<file path="src/rtl/alu_iter.sv">
// Iterative integer ALU: single-step ops plus shift-add MUL and restoring DIVU/REMU behind valid/ready.
// Define ALU_ITER_DIV_EN to build the divider; otherwise DIVU/REMU behave as undefined opcodes.
module alu_iter #(
  parameter int unsigned WIDTH = 32
) (
  input  logic             clk,
  input  logic             rst_n,
  input  logic             in_valid,
  output logic             in_ready,
  input  logic [3:0]       alu_ctrl,
  input  logic [WIDTH-1:0] inp1,
  input  logic [WIDTH-1:0] inp2,
  output logic             out_valid,
  input  logic             out_ready,
  output logic [WIDTH-1:0] alu_result,
  output logic             zero,
  output logic             busy
);

  localparam int unsigned ShW = $clog2(WIDTH);

  localparam logic [3:0] OpAnd  = 4'b0000;
  localparam logic [3:0] OpOr   = 4'b0001;
  localparam logic [3:0] OpAdd  = 4'b0010;
  localparam logic [3:0] OpXor  = 4'b0011;
  localparam logic [3:0] OpSltu = 4'b0101;
  localparam logic [3:0] OpSub  = 4'b0110;
  localparam logic [3:0] OpSlt  = 4'b0111;
  localparam logic [3:0] OpSll  = 4'b1000;
  localparam logic [3:0] OpSrl  = 4'b1001;
  localparam logic [3:0] OpSra  = 4'b1010;
  localparam logic [3:0] OpMul  = 4'b1100;
`ifdef ALU_ITER_DIV_EN
  localparam logic [3:0] OpDivu = 4'b1101;
  localparam logic [3:0] OpRemu = 4'b1110;
`endif

  typedef enum logic [1:0] {StIdle, StMul, StDiv, StDone} state_e;

  state_e           state_q, state_d;
  logic [WIDTH-1:0] result_q, result_d;
  logic [WIDTH-1:0] opa_q, opa_d;  // multiplicand / divisor
  logic [WIDTH-1:0] opb_q, opb_d;  // multiplier / dividend shifting into quotient
  logic [WIDTH-1:0] acc_q, acc_d;  // product accumulator / partial remainder
  logic [ShW-1:0]   cnt_q, cnt_d;
  logic [WIDTH-1:0] single_res;
  logic [ShW-1:0]   shamt;
  logic             accept;
  logic             last_iter;
  logic [WIDTH-1:0] mul_sum;

  assign in_ready   = (state_q == StIdle) || ((state_q == StDone) && out_ready);
  assign out_valid  = (state_q == StDone);
  assign busy       = (state_q == StMul) || (state_q == StDiv);
  assign alu_result = result_q;
  assign zero       = (result_q == '0);

  assign accept    = in_valid && in_ready;
  assign shamt     = inp2[ShW-1:0];
  assign last_iter = (cnt_q == ShW'(WIDTH - 1));
  assign mul_sum   = acc_q + (opb_q[0] ? opa_q : '0);

`ifdef ALU_ITER_DIV_EN
  logic             rem_q, rem_d;
  logic [WIDTH:0]   div_shift, div_diff;
  logic             div_ge;
  logic [WIDTH-1:0] div_rem;

  // Partial remainder stays below the divisor, so the trial difference fits WIDTH+1 bits.
  assign div_shift = {acc_q, opb_q[WIDTH-1]};
  assign div_diff  = div_shift - {1'b0, opa_q};
  assign div_ge    = ~div_diff[WIDTH];
  assign div_rem   = div_ge ? div_diff[WIDTH-1:0] : div_shift[WIDTH-1:0];
`endif

  always_comb begin
    single_res = '0;
    case (alu_ctrl)
      OpAnd:   single_res = inp1 & inp2;
      OpOr:    single_res = inp1 | inp2;
      OpAdd:   single_res = inp1 + inp2;
      OpXor:   single_res = inp1 ^ inp2;
      OpSltu:  single_res = {{(WIDTH-1){1'b0}}, (inp1 < inp2)};
      OpSub:   single_res = inp1 - inp2;
      OpSlt:   single_res = {{(WIDTH-1){1'b0}}, ($signed(inp1) < $signed(inp2))};
      OpSll:   single_res = inp1 << shamt;
      OpSrl:   single_res = inp1 >> shamt;
      OpSra:   single_res = $signed(inp1) >>> shamt;
      default: single_res = '0;
    endcase
  end

  always_comb begin
    state_d  = state_q;
    result_d = result_q;
    opa_d    = opa_q;
    opb_d    = opb_q;
    acc_d    = acc_q;
    cnt_d    = cnt_q;
`ifdef ALU_ITER_DIV_EN
    rem_d    = rem_q;
`endif
    unique case (state_q)
      StIdle, StDone: begin
        if (state_q == StDone && out_ready) state_d = StIdle;
        if (accept) begin
          state_d  = StDone;
          result_d = single_res;
          acc_d    = '0;
          cnt_d    = '0;
          opa_d    = inp1;
          opb_d    = inp2;
          if (alu_ctrl == OpMul) begin
            state_d = StMul;
          end
`ifdef ALU_ITER_DIV_EN
          else if (alu_ctrl == OpDivu || alu_ctrl == OpRemu) begin
            rem_d = (alu_ctrl == OpRemu);
            if (inp2 == '0) begin
              result_d = (alu_ctrl == OpRemu) ? inp1 : '1;
            end else begin
              state_d = StDiv;
              opa_d   = inp2;
              opb_d   = inp1;
            end
          end
`endif
        end
      end
      StMul: begin
        acc_d = mul_sum;
        opa_d = opa_q << 1;
        opb_d = opb_q >> 1;
        cnt_d = cnt_q + 1'b1;
        if (last_iter) begin
          state_d  = StDone;
          result_d = mul_sum;
        end
      end
`ifdef ALU_ITER_DIV_EN
      StDiv: begin
        acc_d = div_rem;
        opb_d = {opb_q[WIDTH-2:0], div_ge};
        cnt_d = cnt_q + 1'b1;
        if (last_iter) begin
          state_d  = StDone;
          result_d = rem_q ? div_rem : {opb_q[WIDTH-2:0], div_ge};
        end
      end
`endif
      default: state_d = StIdle;
    endcase
  end

  always_ff @(posedge clk or negedge rst_n) begin
    if (!rst_n) begin
      state_q  <= StIdle;
      result_q <= '0;
      opa_q    <= '0;
      opb_q    <= '0;
      acc_q    <= '0;
      cnt_q    <= '0;
`ifdef ALU_ITER_DIV_EN
      rem_q    <= 1'b0;
`endif
    end else begin
      state_q  <= state_d;
      result_q <= result_d;
      opa_q    <= opa_d;
      opb_q    <= opb_d;
      acc_q    <= acc_d;
      cnt_q    <= cnt_d;
`ifdef ALU_ITER_DIV_EN
      rem_q    <= rem_d;
`endif
    end
  end

endmodule

</file>
<file path="config.mk">
export PLATFORM = sky130hd
export DESIGN_NAME = alu_iter
export DESIGN_NICKNAME = d
export VERILOG_FILES = /design/src/rtl/alu_iter.sv
export SDC_FILE = /design/constraint.sdc
export NUM_CORES = 1
export LEC_CHECK = 0
export BUFFER_PORTS_ARGS = -buffer_cell sky130_fd_sc_hd__buf_2
export CORE_MARGIN = 2
export CORE_UTILIZATION = 43
export CTS_BUF_LIST = sky130_fd_sc_hd__clkbuf_16
export DETAILED_ROUTE_END_ITERATION = 10
export SLEW_MARGIN = 15
export SYNTH_ARGS = -nofsm -noshare
export SYNTH_HDL_FRONTEND = slang
export SYNTH_SLANG_ARGS = --single-unit
</file>
<file path="constraint.sdc">
create_clock -name clk -period 9.4 [get_ports clk]
set_input_delay 1.88 -clock clk [delete_from_list [all_inputs] [get_ports clk]]
set_output_delay 1.88 -clock clk [all_outputs]
set_load 0.05 [all_outputs]
</file>
==> qor.json, run 1 <==
{
  "io_pins": {"value": 108},
  "hpwl": {"value": 57.2, "unit": "mm"},
  "dieArea": {"value": 0.0410, "unit": "sq mm"},
  "critPathSlowestCell": {"value": "sky130_fd_sc_hd__a31oi_1"},
  "placeableCoreArea": {"value": 0.0387, "unit": "sq mm"},
  "report.final.slew_viol_count": {"value": 0},
  "hold_violations_final": {"value": 0},
  "grt_antenna_before_repair": {"value": 3},
  "areaGrowthSynthToFinish": {"value": 8.75, "unit": "%"},
  "tritoncts": {"value": "built"},
  "fin_skew": {"value": 0.0167, "unit": "ns"},
  "dr.first_iter.drc_count": {"value": 1863},
  "slew-limit-headroom": {"value": 0.205},
  "synthTopCellsByArea": {"value": "sky130_fd_sc_hd__dfrtp_1 (20%), sky130_fd_sc_hd__ha_1 (10%), sky130_fd_sc_hd__mux2i_1 (7.3%), sky130_fd_sc_hd__mux4_2 (7.0%), sky130_fd_sc_hd__nand2_1 (6.7%)"},
  "cp.arrival": {"value": 6.29, "unit": "ns"},
  "static_leak": {"value": 0.00814, "unit": "uW"},
  "synth.largest_area_cell": {"value": "sky130_fd_sc_hd__dfrtp_1"},
  "synth-compound-area-share": {"value": 0.258},
  "ff2ff_path_depth": {"value": 11},
  "route.detailed.drc": {"value": 0},
  "htree_num_levels": {"value": 4},
  "setup_bufs_post_cts": {"value": 0},
  "worst_r2r_startpoint": {"value": "opb_q[0]$_DFFE_PN0P_"},
  "final-setup-viol-count": {"value": 0},
  "worst_hold_path_type": {"value": "reg2reg"},
  "yosys_warnings": {"value": 0},
  "routed_wl": {"value": 76.4, "unit": "mm"},
  "post-place-cells": {"value": 2704},
  "grt.total_usage": {"value": 0.371},
  "synthXorXnorAreaFrac": {"value": 0.0171},
  "wire_per_inst": {"value": 27.9, "unit": "microns"},
  "synth_simple_gate_area_share": {"value": 0.200},
  "congestion_overflow_gr": {"value": 0},
  "number_of_global_route_vias_before_repair": {"value": 17000},
  "regToRegEndpoint": {"value": "alu_result[24]$_DFFE_PN0P_"},
  "maxCapViolations": {"value": 0},
  "synth-edff-count": {"value": 0},
  "route.detailed.vias_per_inst": {"value": 6.53},
  "syn-instance-count": {"value": 2207},
  "synth.distinct_cells": {"value": 83},
  "die_width": {"value": 203, "unit": "microns"},
  "post_layout_nonfiller_instances": {"value": 2737},
  "finalCritPeriodShare": {"value": 0.629},
  "hold_path_startpoint": {"value": "acc_q[15]$_DFFE_PN0P_"},
  "cts.reportedPaths.clkPinSlew": {"value": 0.06, "unit": "ns"},
  "placement.cell_area": {"value": 0.0178, "unit": "sq mm"},
  "worstPathMaxFanout": {"value": 51},
  "fmax": {"value": 0.169, "unit": "GHz"},
  "rsz0062_at_grt": {"value": "false"},
  "yosysSeqAreaShare": {"value": 0.199},
  "worstPathRequired": {"value": 9.77, "unit": "ns"},
  "status": {"value": "complete, no violations"},
  "finish.utilization": {"value": 0.476},
  "powerDensity": {"value": 226, "unit": "mW/mm^2"},
  "grt_first_pass_wirelength": {"value": 113, "unit": "mm"},
  "port_buffers": {"value": 107},
  "grt_start_max_net_pins": {"value": 182},
  "reg2reg_setup_slack": {"value": 4.73, "unit": "ns"},
  "vdd.ir_drop.worst": {"value": 287, "unit": "uV"},
  "cp_max_stage_delay": {"value": 0.67, "unit": "ns"},
  "tns": {"value": 0, "unit": "ns"},
  "worstSetupPathType": {"value": "in2reg"},
  "numCtsBuffers": {"value": 17},
  "postSynth.asyncResetShare": {"value": 1.00},
  "synthMuxAreaShare": {"value": 0.157},
  "firstDrtPassIters": {"value": 6},
  "yosys_register_bits": {"value": 135},
  "vias": {"value": 17900},
  "cts.hold.buffers_added": {"value": 0},
  "whs_endpoint": {"value": "acc_q[15]$_DFFE_PN0P_"},
  "chipHeight": {"value": 203, "unit": "microns"},
  "synth_top_family_by_area": {"value": "compound AO/OA/AOI/OAI gates"},
  "summed_area_of_non_filler_cells_in_the_final_layout": {"value": 0.0184, "unit": "sq mm"},
  "final_antenna_net_count": {"value": 0},
  "cts_root_buf": {"value": "sky130_fd_sc_hd__clkbuf_16"},
  "crit_path_cell_trace": {"value": "buf_2, buf_4, clkinv_1, ha_1, o211ai_1, o211ai_1, a31oi_1, nor4_1, nor3_1, o31ai_1, a211o_1, o2111a_1, o32a_1"},
  "cts_repair_resize_count": {"value": 0},
  "initial_utilization": {"value": 0.437},
  "crit_path_start_kind": {"value": "input pin"},
  "power": {"value": 4170, "unit": "uW"},
  "final.min_clock_period": {"value": 5.91, "unit": "ns"},
  "worst_slew_pin_slew": {"value": 1.19, "unit": "ns"},
  "cts_buffer_depth": {"value": 2},
  "critical_path.most_common_cell": {"value": "sky130_fd_sc_hd__o211ai_1"},
  "postSynth.topFlopCell": {"value": "sky130_fd_sc_hd__dfrtp_1"},
  "routability_cong": {"value": 1.05},
  "cts_sinks": {"value": 135},
  "timing.critical_path.to_type": {"value": "flip-flop"},
  "whs_path_cells": {"value": 2},
  "clkLatencyLatePin": {"value": 0.50, "unit": "ns"},
  "finish.net_count": {"value": 2417},
  "layout-drive-gt1-share": {"value": 0.124},
  "synthDominantCellAreaShare": {"value": 0.199},
  "postSynthNetCount": {"value": 2419},
  "placement_rows": {"value": 72},
  "synthAdderAreaFrac": {"value": 0.105},
  "syn-cell-area": {"value": 0.0169, "unit": "sq mm"},
  "post_synth.cell_area_avg": {"value": 7.68, "unit": "sq um"}
}
## flip-flops by register name (all words and copies together) (netlist names)
register    flops
acc_q          32
alu_result     32
opa_q          32
opb_q          32
cnt_q           5
state_q         2
## logic make-up after synthesis
family,after synthesis
simple gates,738
xor+xnor,33
fa+ha+maj,140
mux,197
compound gates,681
buf+inv,283
flops,135
## cell type report
type                    instances  area (sq um)
diodes                          1          2.50
repair buffers                137           782
inverters                     125           469
fillers                      3957         20300
clock inverters                15           203
well taps                     518           648
multi-input cells            1789         12500
flip-flops and latches        135          3380
clock buffers                  17           425
## synthesized netlist by cell type (8+ instances only)
library cell                number
sky130_fd_sc_hd__mux4_2         53
sky130_fd_sc_hd__or2_2          12
sky130_fd_sc_hd__o211ai_1       23
sky130_fd_sc_hd__buf_1          24
sky130_fd_sc_hd__inv_1         123
sky130_fd_sc_hd__xnor2_1        26
sky130_fd_sc_hd__o2111ai_1      10
sky130_fd_sc_hd__buf_2          15
sky130_fd_sc_hd__a211oi_1       30
sky130_fd_sc_hd__o21ai_0       204
sky130_fd_sc_hd__mux2_2         20
sky130_fd_sc_hd__nand4_1        12
sky130_fd_sc_hd__a31oi_1        47
sky130_fd_sc_hd__nand2_1       301
sky130_fd_sc_hd__dfrtp_1       135
sky130_fd_sc_hd__nor2_1        180
sky130_fd_sc_hd__o21bai_1       14
sky130_fd_sc_hd__and3_1         12
sky130_fd_sc_hd__nor2b_1        19
sky130_fd_sc_hd__clkbuf_1      116
sky130_fd_sc_hd__nand2b_1       19
sky130_fd_sc_hd__ha_1          137
sky130_fd_sc_hd__and2_1         49
sky130_fd_sc_hd__a21oi_1       149
sky130_fd_sc_hd__a21o_1         21
sky130_fd_sc_hd__o221ai_1        8
sky130_fd_sc_hd__nand3_1        40
sky130_fd_sc_hd__a22oi_1        11
sky130_fd_sc_hd__or3_1          12
sky130_fd_sc_hd__a221oi_1       11
sky130_fd_sc_hd__o31ai_1        23
sky130_fd_sc_hd__nor3_1         32
sky130_fd_sc_hd__o21a_1         11
sky130_fd_sc_hd__nor4_1         19
sky130_fd_sc_hd__o22ai_1        17
sky130_fd_sc_hd__mux2i_1       124
## worst max-delay path, delay by kind of cell
family                   cells  cell delay [ns]
adder cells (fa/ha/maj)      1             0.47
AO/OA/AOI/OAI                7             2.16
AND/OR/NAND/NOR              2             0.78
buffers and inverters        3             0.98
## per-layer routing
layer,vias to the layer above,track usage,part of all wire
li1,8056,-,-
met1,8739,0.491,0.42
met2,881,0.583,0.45
met3,188,0.0735,0.077
met4,4,0.176,0.050
met5,-,0,0.00030
## cells in the final DEF, fill, tap and decap left out, types with 30 or more instances in the layout
master                     count
sky130_fd_sc_hd__inv_1       123
sky130_fd_sc_hd__buf_2       105
sky130_fd_sc_hd__mux2i_1     124
sky130_fd_sc_hd__nor3_1       32
sky130_fd_sc_hd__nand2_1     301
sky130_fd_sc_hd__mux4_2       53
sky130_fd_sc_hd__nand3_1      40
sky130_fd_sc_hd__and2_1       48
sky130_fd_sc_hd__a21oi_1     148
sky130_fd_sc_hd__o21ai_0     204
sky130_fd_sc_hd__ha_1        136
sky130_fd_sc_hd__dfrtp_1     135
sky130_fd_sc_hd__nor2_1      179
sky130_fd_sc_hd__a211oi_1     30
sky130_fd_sc_hd__buf_4        30
sky130_fd_sc_hd__a31oi_1      47
## worst max path at each step
stage                       start  cells after the start  slack [ns]                          to
after detailed placement  inp2[2]                     13        3.11  alu_result[29]$_DFFE_PN0P_
after global routing      inp2[2]                     13        3.29  alu_result[29]$_DFFE_PN0P_
final                     inp2[2]                     13        3.49  alu_result[29]$_DFFE_PN0P_
after CTS                 inp2[2]                     13        3.64  alu_result[29]$_DFFE_PN0P_
after floorplan           inp2[2]                     14        3.75  alu_result[29]$_DFFE_PN0P_
after global placement    inp2[2]                     13        3.24  alu_result[29]$_DFFE_PN0P_
## metrics by stage
stage	hold slack [ns]	setup slack, ns
final	0.480	3.49
after global routing	0.500	3.29
after CTS	0.484	3.64
after detailed placement	0.467	3.11
after global placement	0.460	3.24
after floorplan	0.445	3.75
## report_power, final
part	leakage (uW)	switching, uW	total [uW]	internal, uW
combinational	0.00610	1570	2300	732
sequential	0.00173	271	1110	843
clock	0.000315	309	754	445
total	0.00814	2150	4170	2020
No activity file was read; power rests on OpenSTA's default activity.
==> run 2: changes to the inputs <==
--- a/config.mk
+++ b/config.mk
@@ -5,6 +5,7 @@
 export SDC_FILE = /design/constraint.sdc
 export NUM_CORES = 1
 export LEC_CHECK = 0
+export ABC_AREA = 1
 export BUFFER_PORTS_ARGS = -buffer_cell sky130_fd_sc_hd__buf_2
 export CORE_MARGIN = 2
 export CORE_UTILIZATION = 43
==> constraint.sdc (replaced) <==
create_clock -name clk -period 5.1 [get_ports clk]
set_input_delay 1.02 -clock clk [delete_from_list [all_inputs] [get_ports clk]]
set_output_delay 1.02 -clock clk [all_outputs]
set_load 0.05 [all_outputs]
==> qor.json, run 2 <==
{
  "vdd.ir_drop.worst": {"value": 900, "unit": "uV"},
  "vias": {"value": 22900},
  "cts_repair_resize_count": {"value": 0},
  "route.detailed.vias_per_inst": {"value": 6.10},
  "yosysSeqAreaShare": {"value": 0.188},
  "crit_path_cell_trace": {"value": "buf_2, inv_1, ha_1, inv_1, a21oi_1, nand3_1, nand2_1, nand3_1, o21ai_0, nor2_1, nor2_1, nand2_1, a21oi_1, nor2_1"},
  "cts.reportedPaths.clkPinSlew": {"value": 0.06, "unit": "ns"},
  "port_buffers": {"value": 107},
  "htree_num_levels": {"value": 4},
  "chipHeight": {"value": 209, "unit": "microns"},
  "fin_skew": {"value": 0.0169, "unit": "ns"},
  "cts_sinks": {"value": 135},
  "post-route-worst-setup-slack": {"value": 1.36, "unit": "ns"},
  "synth.largest_area_cell": {"value": "sky130_fd_sc_hd__nand2_1"},
  "tns": {"value": 0, "unit": "ns"},
  "rsz0062_at_grt": {"value": "false"},
  "placeableCoreArea": {"value": 0.0411, "unit": "sq mm"},
  "dieArea": {"value": 0.0435, "unit": "sq mm"},
  "static_leak": {"value": 0.0104, "unit": "uW"},
  "slew-limit-headroom": {"value": 0.239},
  "critPathSlowestCell": {"value": "sky130_fd_sc_hd__ha_1"},
  "grt.total_usage": {"value": 0.422},
  "cp_max_stage_delay": {"value": 0.53, "unit": "ns"},
  "maxCapViolations": {"value": 0},
  "grt_antenna_before_repair": {"value": 5},
  "synth-edff-count": {"value": 0},
  "worst_hold_path_type": {"value": "reg2reg"},
  "mostFrequentLayoutCells": {"value": "sky130_fd_sc_hd__nand2_1 (1007), sky130_fd_sc_hd__nand3_1 (438), sky130_fd_sc_hd__inv_1 (368)"},
  "io_pins": {"value": 108},
  "postSynthNetCount": {"value": 3392},
  "yosys_register_bits": {"value": 135},
  "yosys_warnings": {"value": 0},
  "routed_wl": {"value": 93.6, "unit": "mm"},
  "clkLatencyLatePin": {"value": 0.49, "unit": "ns"},
  "numCtsBuffers": {"value": 17},
  "post-place-cells": {"value": 3725},
  "synth.distinct_cells": {"value": 49},
  "die_width": {"value": 209, "unit": "microns"},
  "routability_cong": {"value": 1.10},
  "tritoncts": {"value": "built"},
  "postSynth.topFlopCell": {"value": "sky130_fd_sc_hd__dfrtp_1"},
  "final.min_clock_period": {"value": 3.74, "unit": "ns"},
  "initial_utilization": {"value": 0.438},
  "final_antenna_net_count": {"value": 0},
  "worst_slew_pin_slew": {"value": 1.14, "unit": "ns"},
  "areaGrowthSynthToFinish": {"value": 8.27, "unit": "%"},
  "hpwl": {"value": 74.8, "unit": "mm"},
  "cp.arrival": {"value": 4.11, "unit": "ns"},
  "finish.utilization": {"value": 0.474},
  "report.final.slew_viol_count": {"value": 0},
  "status": {"value": "complete, no violations"},
  "summed_area_of_non_filler_cells_in_the_final_layout": {"value": 0.0195, "unit": "sq mm"},
  "cts_buffer_depth": {"value": 2},
  "cts_root_buf": {"value": "sky130_fd_sc_hd__clkbuf_16"},
  "commonest_non_fill_non_tap_cell_in_the_layout": {"value": "sky130_fd_sc_hd__nand2_1"},
  "worstPathRequired": {"value": 5.47, "unit": "ns"},
  "critical_path.most_common_cell": {"value": "sky130_fd_sc_hd__nor2_1"},
  "syn-cell-area": {"value": 0.0180, "unit": "sq mm"},
  "synthTopCellsByArea": {"value": "sky130_fd_sc_hd__nand2_1 (21%), sky130_fd_sc_hd__dfrtp_1 (19%), sky130_fd_sc_hd__nand3_1 (12%), sky130_fd_sc_hd__ha_1 (9.5%), sky130_fd_sc_hd__inv_1 (7.7%)"},
  "synth.cells.most_frequent": {"value": "sky130_fd_sc_hd__nand2_1 (1008), sky130_fd_sc_hd__nand3_1 (438), sky130_fd_sc_hd__inv_1 (369)"},
  "cts.hold.buffers_added": {"value": 0},
  "dr.first_iter.drc_count": {"value": 3150},
  "firstDrtPassIters": {"value": 7},
  "synthDominantCellAreaShare": {"value": 0.210},
  "hold_violations_final": {"value": 0},
  "crit_path_start_kind": {"value": "input pin"},
  "number_of_global_route_vias_before_repair": {"value": 21000},
  "worstPathMaxFanout": {"value": 11},
  "final-setup-viol-count": {"value": 0},
  "timing.critical_path.buf_inv": {"value": 3},
  "syn-instance-count": {"value": 3180},
  "most_repeated_cell_in_the_gate_level_netlist_after_synthesis": {"value": "sky130_fd_sc_hd__nand2_1"},
  "post_synth.cell_area_avg": {"value": 5.66, "unit": "sq um"},
  "finalCritPeriodShare": {"value": 0.734},
  "pre_cts_ws": {"value": 0.969, "unit": "ns"},
  "powerDensity": {"value": 453, "unit": "mW/mm^2"},
  "postSynth.asyncResetShare": {"value": 1.00},
  "finish.net_count": {"value": 3424},
  "setup_bufs_post_cts": {"value": 0},
  "grt_first_pass_wirelength": {"value": 135, "unit": "mm"},
  "congestion_overflow_gr": {"value": 0},
  "fmax": {"value": 0.267, "unit": "GHz"},
  "worstSetupPathType": {"value": "in2reg"},
  "worst_path_dominant_cell_family": {"value": "simple AND/OR/NAND/NOR gates"},
  "placement_rows": {"value": 74},
  "route.detailed.drc": {"value": 0},
  "placement.cell_area": {"value": 0.0189, "unit": "sq mm"},
  "layout-drive-gt1-share": {"value": 0.0698},
  "timing.critical_path.to_type": {"value": "flip-flop"},
  "grt_start_max_net_pins": {"value": 97},
  "wire_per_inst": {"value": 24.9, "unit": "microns"},
  "post_layout_nonfiller_instances": {"value": 3758}
}
run 2: per-stage QoR:
step / power (uW) / hold WS, ns
CTS: 8710 / 0.499
floorplan: 5670 / 0.448
finish: 8830 / 0.495
global route: 9450 / 0.515
global placement: 7280 / 0.461
detailed placement: 7370 / 0.481
run 2: path summary, 6_finish.rpt:
path                                            from                         end  slack [ns]  cells past startpoint
worst max-delay path                         inp1[4]  alu_result[13]$_DFFE_PN0P_        1.36                     14
worst min-delay path            cnt_q[4]$_DFFE_PN0P_        cnt_q[4]$_DFFE_PN0P_        0.50                      2
worst max register to register  opb_q[0]$_DFFE_PN0P_  alu_result[28]$_DFFE_PN0P_        1.48                     18
worst min register to register  cnt_q[4]$_DFFE_PN0P_        cnt_q[4]$_DFFE_PN0P_        0.50                      2
max in group asynchronous                      rst_n   alu_result[2]$_DFFE_PN0P_        3.38                      2
min in group asynchronous                      rst_n       opb_q[17]$_DFFE_PN0P_        0.55                      1
run 2: layout make-up:
cell class                 count  area (sq um)
fill                        4527         21600
multi-input combinational   2522         12500
sequential                   135          3380
inverter                     385          1450
timing repair buffer         151           885
tap                          532           666
clock buffer                  17           425
clock inverter                15           168
antenna                        1          2.50
run 2: kinds of logic (layout without fill, tap and decap cells):
family,count (synthesis),in the layout,share of synthesized area
xor gates and xnor gates,4,4,0.00195
AOI/OAI and AO/OA,490,490,0.151
adders and majority gates,140,140,0.0986
DFF,135,135,0.188
buffers and inverters,523,568,0.119
other,0,1,0
and+or+nand+nor,1888,1888,0.442
run 2: tightest hold or removal path, cell delays in order (launching register included):
cell and delay, ns:
sky130_fd_sc_hd__dfrtp_1 0.36, sky130_fd_sc_hd__nand2_1 0.06, sky130_fd_sc_hd__nand2_1 0.05
run 2: per-layer routing:
metal | vias up | track usage | share of wire
met4 | 6 | 0.261 | 0.070
met2 | 1450 | 0.611 | 0.41
met3 | 315 | 0.101 | 0.12
met1 | 10700 | 0.566 | 0.41
met5 | - | 0 | 0.00041
li1 | 10400 | - | -
run 2: report_power, final:
group	internal [uW]	switching [uW]	total, uW
Sequential	1590	498	2090
Combinational	1480	3940	5420
Clock	728	591	1320
Total	3800	5030	8830
